File: src/rtl/bcd_countdown_timer_pkg.sv
// Shared constants for the MM:SS BCD countdown timer: digit width, per-digit
// maxima and digit field offsets within the 16-bit BCD bus.
package bcd_countdown_timer_pkg;

  localparam int DIGIT_W      = 4;
  localparam int NUM_DIGITS   = 4;
  localparam int SEC_ONES_MAX = 9;
  localparam int SEC_TENS_MAX = 5;
  localparam int MIN_ONES_MAX = 9;

  localparam int SEC_ONES_LSB = 0;
  localparam int SEC_TENS_LSB = 4;
  localparam int MIN_ONES_LSB = 8;
  localparam int MIN_TENS_LSB = 12;

  typedef logic [DIGIT_W-1:0] digit_t;

  // Digit index 0 is sec_ones; the minutes-tens limit is a top-level parameter.
  function automatic digit_t digit_max(input int idx, input int min_tens_max);
    case (idx)
      0:       return digit_t'(SEC_ONES_MAX);
      1:       return digit_t'(SEC_TENS_MAX);
      2:       return digit_t'(MIN_ONES_MAX);
      default: return digit_t'(min_tens_max);
    endcase
  endfunction

endpackage

File: src/rtl/bcd_down_digit.sv
// One cascaded BCD down-counting digit: saturating load, decrement on
// borrow-in, wrap to MAX at zero with borrow-out.
module bcd_down_digit
  import bcd_countdown_timer_pkg::*;
#(
  parameter digit_t MAX = 4'd9
) (
  input  logic   CLK,
  input  logic   R_n,
  input  logic   LOAD,
  input  digit_t D,
  input  logic   BIN,
  output digit_t Q,
  output logic   BOUT
);

  always_ff @(posedge CLK or negedge R_n) begin
    if (!R_n)      Q <= '0;
    else if (LOAD) Q <= (D > MAX) ? MAX : D;
    else if (BIN)  Q <= (Q == '0) ? MAX : Q - 4'd1;
  end

  assign BOUT = BIN & (Q == '0);

endmodule

File: src/rtl/bcd_countdown_timer.sv
// MM:SS BCD countdown timer: four cascaded down digits, halts at 00:00 and
// pulses DONE for one cycle when the count reaches zero by decrementing.
module bcd_countdown_timer
  import bcd_countdown_timer_pkg::*;
#(
  parameter int MIN_TENS_MAX = 5
) (
  input  logic        CLK,
  input  logic        R_n,
  input  logic        CE,
  input  logic        RUN,
  input  logic        LOAD,
  input  logic [15:0] PRESET,
  output logic [15:0] Q,
  output logic        ZERO,
  output logic        DONE
);

  digit_t [NUM_DIGITS-1:0] q_d;
  logic   [NUM_DIGITS-1:0] bin;
  logic   [NUM_DIGITS-1:0] bout;
  logic                    dec;
  logic                    unused_bout;

  // ZERO gating keeps the top digit from ever wrapping out of 00:00.
  assign dec         = CE & RUN & ~ZERO & ~LOAD;
  assign bin         = {bout[NUM_DIGITS-2:0], dec};
  assign unused_bout = bout[NUM_DIGITS-1];

  for (genvar i = 0; i < NUM_DIGITS; i++) begin : g_digit
    bcd_down_digit #(
      .MAX (digit_max(i, MIN_TENS_MAX))
    ) u_digit (
      .CLK  (CLK),
      .R_n  (R_n),
      .LOAD (LOAD),
      .D    (PRESET[i*DIGIT_W +: DIGIT_W]),
      .BIN  (bin[i]),
      .Q    (q_d[i]),
      .BOUT (bout[i])
    );
  end

  assign Q    = q_d;
  assign ZERO = (Q == 16'h0000);

  always_ff @(posedge CLK or negedge R_n) begin
    if (!R_n) DONE <= 1'b0;
    else      DONE <= dec & (Q == 16'h0001);
  end

endmodule

File: config.mk
export PLATFORM = sky130hd
export DESIGN_NAME = bcd_countdown_timer
export DESIGN_NICKNAME = d
export VERILOG_FILES = /design/src/rtl/bcd_countdown_timer_pkg.sv /design/src/rtl/bcd_down_digit.sv /design/src/rtl/bcd_countdown_timer.sv
export SDC_FILE = /design/constraint.sdc
export NUM_CORES = 1
export LEC_CHECK = 0
export CORE_ASPECT_RATIO = 1.2
export CORE_UTILIZATION = 41
export CTS_BUF_LIST = sky130_fd_sc_hd__clkbuf_8
export DETAILED_ROUTE_END_ITERATION = 12
export PLACE_DENSITY = 0.86
export SETUP_SLACK_MARGIN = 0.15
export SLEW_MARGIN = 10
export SYNTH_ARGS = -nofsm -noshare
export SYNTH_HDL_FRONTEND = slang
export SYNTH_SLANG_ARGS = --single-unit
export TNS_END_PERCENT = 50
File: constraint.sdc
create_clock -name CLK -period 1.7 [get_ports CLK]
set_input_delay 0.17 -clock CLK [delete_from_list [all_inputs] [get_ports CLK]]
set_output_delay 0.17 -clock CLK [all_outputs]
set_load 0.005 [all_outputs]
; After elaboration in Yosys (flattened, before gate mapping)
; Cells that the tools add are included.
; W data, S select, Z words.
[totals]
output_inout_bits = 18
register_bits = 17
in_bits = 21
elab_cells = 48
[classes]
addsub = 4
n_reduce_logical = 9
order_cmp = 4
bitwise_logic = 9
eq_ne = 1
n_mux = 16
[ops]
columns = cell, n
row1 = $mux W4, 16
row2 = $eq A16 B1 Y1 const B, 1
row3 = $logic_not A16 Y1, 1
row4 = $logic_not A4 Y1, 4
row5 = $sub A4 B1 Y4 const B, 4
row6 = $gt A4 B3 Y1 const B, 2
row7 = $gt A4 B4 Y1 const B, 2
row8 = $reduce_bool A2 Y1, 4
row9 = $and A1 B1 Y1, 7
row10 = $not A1 Y1, 2

; Depth between registers and ports, before layout
[logic_depth]
ltp_word = 9
depth_mapped = 5
ltp_nobuf = 4

; Hierarchy
; A second synthesis with hierarchy kept.
[unflattened]
hier_cells = 100
area_unflattened_um2 = 1018.5
[modules_own_cells]
columns = module, seq_area_each_um2, area_per_inst_um2, instances, cells_per_inst
row1 = bcd_down_digit at g_digit[0].u_digit ..., 100.1, 245.2, 2, 23
row2 = bcd_down_digit at g_digit[1].u_digit ..., 100.1, 206.4, 2, 21
row3 = bcd_countdown_timer, 25.0, 115.1, 1, 12

; Least setup slack after synthesis
; No wires, ideal clock.
[synth_timing]
kind = register to register
start = register g_digit[1].u_digit.Q[1]
end = register g_digit[2].u_digit.Q[0]
stages_incl_launch_ff = 5
setup_slack_ps = 27
synth_period_minus_slack_ps = 1673
t_arrival_ps = 1549
t_required_ps = 1576
setup_ps = 124
path_buffers = 0
path_cell_list = dfrtp_1 > or4_4 > nor3_4 > a21boi_1 > o31a_1
[synth_between]
elab_chain_cells = 7
elab_cells_between_ends = 8
classes_between = 5 x bitwise / 3 x reduce/logical
[synth_rtl]
columns = item, line_no
row1 = "start, declared", bcd_down_digit.sv:13  ; output digit_t Q,
row2 = "start signal, assigned", bcd_down_digit.sv:19  ; else if (LOAD) Q <= (D > MAX) ? MAX : D;
row3 = "start signal, assigned", bcd_down_digit.sv:20  ; else if (BIN) Q <= (Q == '0) ? MAX : Q - 4'd1;
row4 = $logic_not A16 Y1, bcd_countdown_timer.sv:45  ; assign ZERO = (Q == 16'h0000);
row5 = $not A1 Y1, bcd_countdown_timer.sv:26  ; assign dec = CE & RUN & ~ZERO & ~LOAD;
row6 = $and A1 B1 Y1 (2 in a row), bcd_countdown_timer.sv:26
row7 = $and A1 B1 Y1, bcd_down_digit.sv:23  ; assign BOUT = BIN & (Q == '0);
row8 = $and A1 B1 Y1 *, bcd_down_digit.sv:23
row9 = $reduce_bool A2 Y1 (no line) *, --
row10 = "end signal, assigned", bcd_down_digit.sv:19
row11 = "end signal, assigned", bcd_down_digit.sv:20
row12 = "end, declared", bcd_down_digit.sv:13
; Every way passes the cells marked *; elsewhere a longest branch is shown, timed or not.
; A chain may end at the register's enable or synchronous reset.

; Worst setup path after layout
[layout_timing]
start = register g_digit[1].u_digit.Q[1]
end = register g_digit[2].u_digit.Q[2]
; The elaborated chain is that of the path after synthesis.

==> results.ini <==
[run_status]
outcome=finished with violations
violations=negative setup slack

[sta]
timing.final.ws_setup_ns=-0.00498
period_minus_slack_ns=1.70
unrepaired_setup_endpoints_after_global_routing=true
finalSetupViolations=1
timing_worst_slew_pin_value_ns=0.466
max-slew-margin-rel_pct=68.1
finalMaxSlewViolations=0
finalHoldViolations=0
final_clock_period_utilization_by_the_worst_path_pct=100
fin_worst_hold_slack_ns=0.250
max_clock_freq_mhz=587
fin_skew_ns=0.00125

[detailed_routing]
remaining_drc_errors=0
dr_total_vias=1326
vias_per_cell=6.05
totalWireLength_mm=3.60
count_of_nets_left_with_antenna_violations_after_detail_routing=0
drt_first_pass_iters=5
routedWlPerCell_um=16.4
drtIter0Drc=26

[die]
start_util_pct=45.1
die_area_mm2=0.00282
boundaryPins=39
core_region_area_mm2=0.00238
die_h_um=58.0
die_w_um=48.7
placementRows=19

[final_layout]
final_nets=210
layout.cells.most_common_list=clkdlybuf4s50_1 (37), buf_4 (27), dfrtp_1 (16), nand2_1 (14), nor2_1 (8)
ratio_of_cells_with_drive_above_1_in_the_final_layout_pct=27.7
synthToLayoutAreaGrowth_pct=70.0
diodes=0
mostFrequentLayoutCell=clkdlybuf4s50_1

[job]
cap_violations=0

[logic_synthesis]
syn-instance-count=120
synth_area_per_cell_um2=8.93
yosysSeqAreaShare_pct=39.7
synthesis.yosys.warnings=0
synth_edf_count=0
ys_ff_latch=17
post_synthesis_cell_area_mm2=0.00107
synth_async_sr_flop_share_pct=100
post_synth_num_cell_types=45
syn_nets=141
dominant_register_cell_in_the_synthesized_netlist=dfrtp_1

[worst_setup_path]
critical_path_cell_with_the_highest_stage_delay=or4_4
critical_path_peak_fanout=4
cp-end-kind=flip-flop
worst-endpoint-arrival_ns=1.87
cp_slowest_stage_delay_ns=0.58
timing.setup.critical_path_class=flip-flop to flip-flop
cpLargestDelayFamily=simple AND/OR/NAND/NOR gates
path_buf_inv=2
worstSetupStartpointType=flip-flop
crit_chain=or4_4 -> nor3_4 -> buf_6 -> buf_4 -> nand4_1 -> o221ai_2
crit_required_ns=1.87

[clocking]
clkSlewWorstSetupHoldPaths_ns=0.06
cts.sink_count=17
ctsRootBufferMaster=clkbuf_8
cts_tree=built
ctsLongestPathBuffers=2
insertion_delay_of_the_later_clocked_pin_in_the_worst_skew_pair_ns=0.25
numCtsBuffers=3
cts_max_level=1
cts_hold_buf=0

[placed_design]
gpl.final_weighted_congestion=0.849
dpl.hpwl_mm=2.56
placement.setup.worst_slack_ns=-0.0677
place.port_buffers=38

[global_route]
grt_pass1_wl_mm=5.86
grt_pass1_vias=1356
grt_overflow=0
grt_antenna_before_repair=0
track_usage_pct=27.2
pin_count_of_the_biggest_net_entering_global_routing=18

[pwr]
power.ir.vdd_worst_mv=0.500
static-leakage-power_nw=0.757
power_density_normalized_to_cell_area_mw_per_mm2=622

[min_path]
worstHoldPathType=primary input to async pin

[flip-flops by register name (all words and copies together), names as in the netlist]
signal	count
g_digit.u_digit.Q	16
DONE	1
[timing repair]
| action | CTS | global route |
|---|---|---|
| setup buffers | 5 | 1 |
| endpoints found under the setup margin | 14 | 15 |
| pin swaps | 8 | 16 |
| gates resized for setup | 11 | 10 |
[report_power, final]
| part | switching [mW] | internal [mW] | leakage [nW] |
|---|---|---|---|
| Clock | 0.133 | 0.160 | 0.0269 |
| Sequential | 0.0424 | 0.435 | 0.203 |
| Combinational | 0.155 | 0.207 | 0.527 |
[Yosys cell counts, drive strengths merged (2+ instances only)]
cell,instances,area share [%]
dfrtp,17,40
nand2,15,5.5
nor2,8,2.8
o21ai,8,3.7
a21oi,7,3.3
nor3,7,4.3
nand4,5,2.9
nor4,5,4.9
inv,4,1.4
nand3,4,1.9
clkbuf,3,1.1
a21boi,2,1.4
a2bb2oi,2,1.6
a31oi,2,1.2
a32oi,2,1.6
nand3b,2,1.4
nor2b,2,1.2
nor3b,2,1.4
o22ai,2,1.2
o31ai,2,1.4
[layer usage]
layer	vias to the layer above	global-route usage (%)	part of all wire [%]
met5	-	0	0
met4	0	15.1	3.0
met3	8	3.67	5.5
met2	67	52.6	53
met1	641	28.0	38
li1	610	-	-
[metrics by stage]
step / utilization, % / power [mW] / area (um2) / std cells / setup TNS, ns
3_3_place_gp: 69.5 / 0.790 / 1650 / 209 / -0.119
4_1_cts: 74.0 / 1.11 / 1760 / 218 / -0.0377
3_5_place_dp: 69.5 / 0.805 / 1650 / 209 / -0.300
6_report: 76.6 / 1.13 / 1820 / 219 / -0.00498
2_1_floorplan: - / 0.595 / 1070 / 120 / 0
5_1_grt: 76.6 / 1.19 / 1820 / 219 / -0.215
[cell type report]
class,instances,area [um2]
multi-input cells,96,694
repair buffers,67,601
fillers,166,557
flip-flops and latches,17,427
clock buffers,3,41.3
well taps,31,38.8
inverters,4,15.0
clock inverters,1,3.75
[path summary, 6_finish.rpt]
kind | end | cells past startpoint | slack, ns | startpoint
max in group asynchronous | g_digit[0].u_digit.Q[1] | 2 | 1.24 | R_n
min reg2reg | g_digit[1].u_digit.Q[3] | 1 | 0.65 | g_digit[1].u_digit.Q[3]
min | g_digit[0].u_digit.Q[0] | 2 | 0.25 | R_n
min in group CLK | g_digit[0].u_digit.Q[0] | 3 | 0.50 | PRESET[0]
max | g_digit[2].u_digit.Q[2] | 6 | -0.005 | g_digit[1].u_digit.Q[1]
max reg2reg | g_digit[2].u_digit.Q[2] | 6 | -0.005 | g_digit[1].u_digit.Q[1]
[kinds of logic (layout without fill, tap and decap cells)]
logic type	count (synthesis)	count (layout)	synth area share (%)
AOI/OAI and AO/OA	37	37	23.2
and+or+nand+nor	58	58	33.5
muxes	1	1	1.05
DFF	17	17	39.7
buffers and inverters	7	75	2.45
Note: power is estimated with default switching activity, not from simulation.
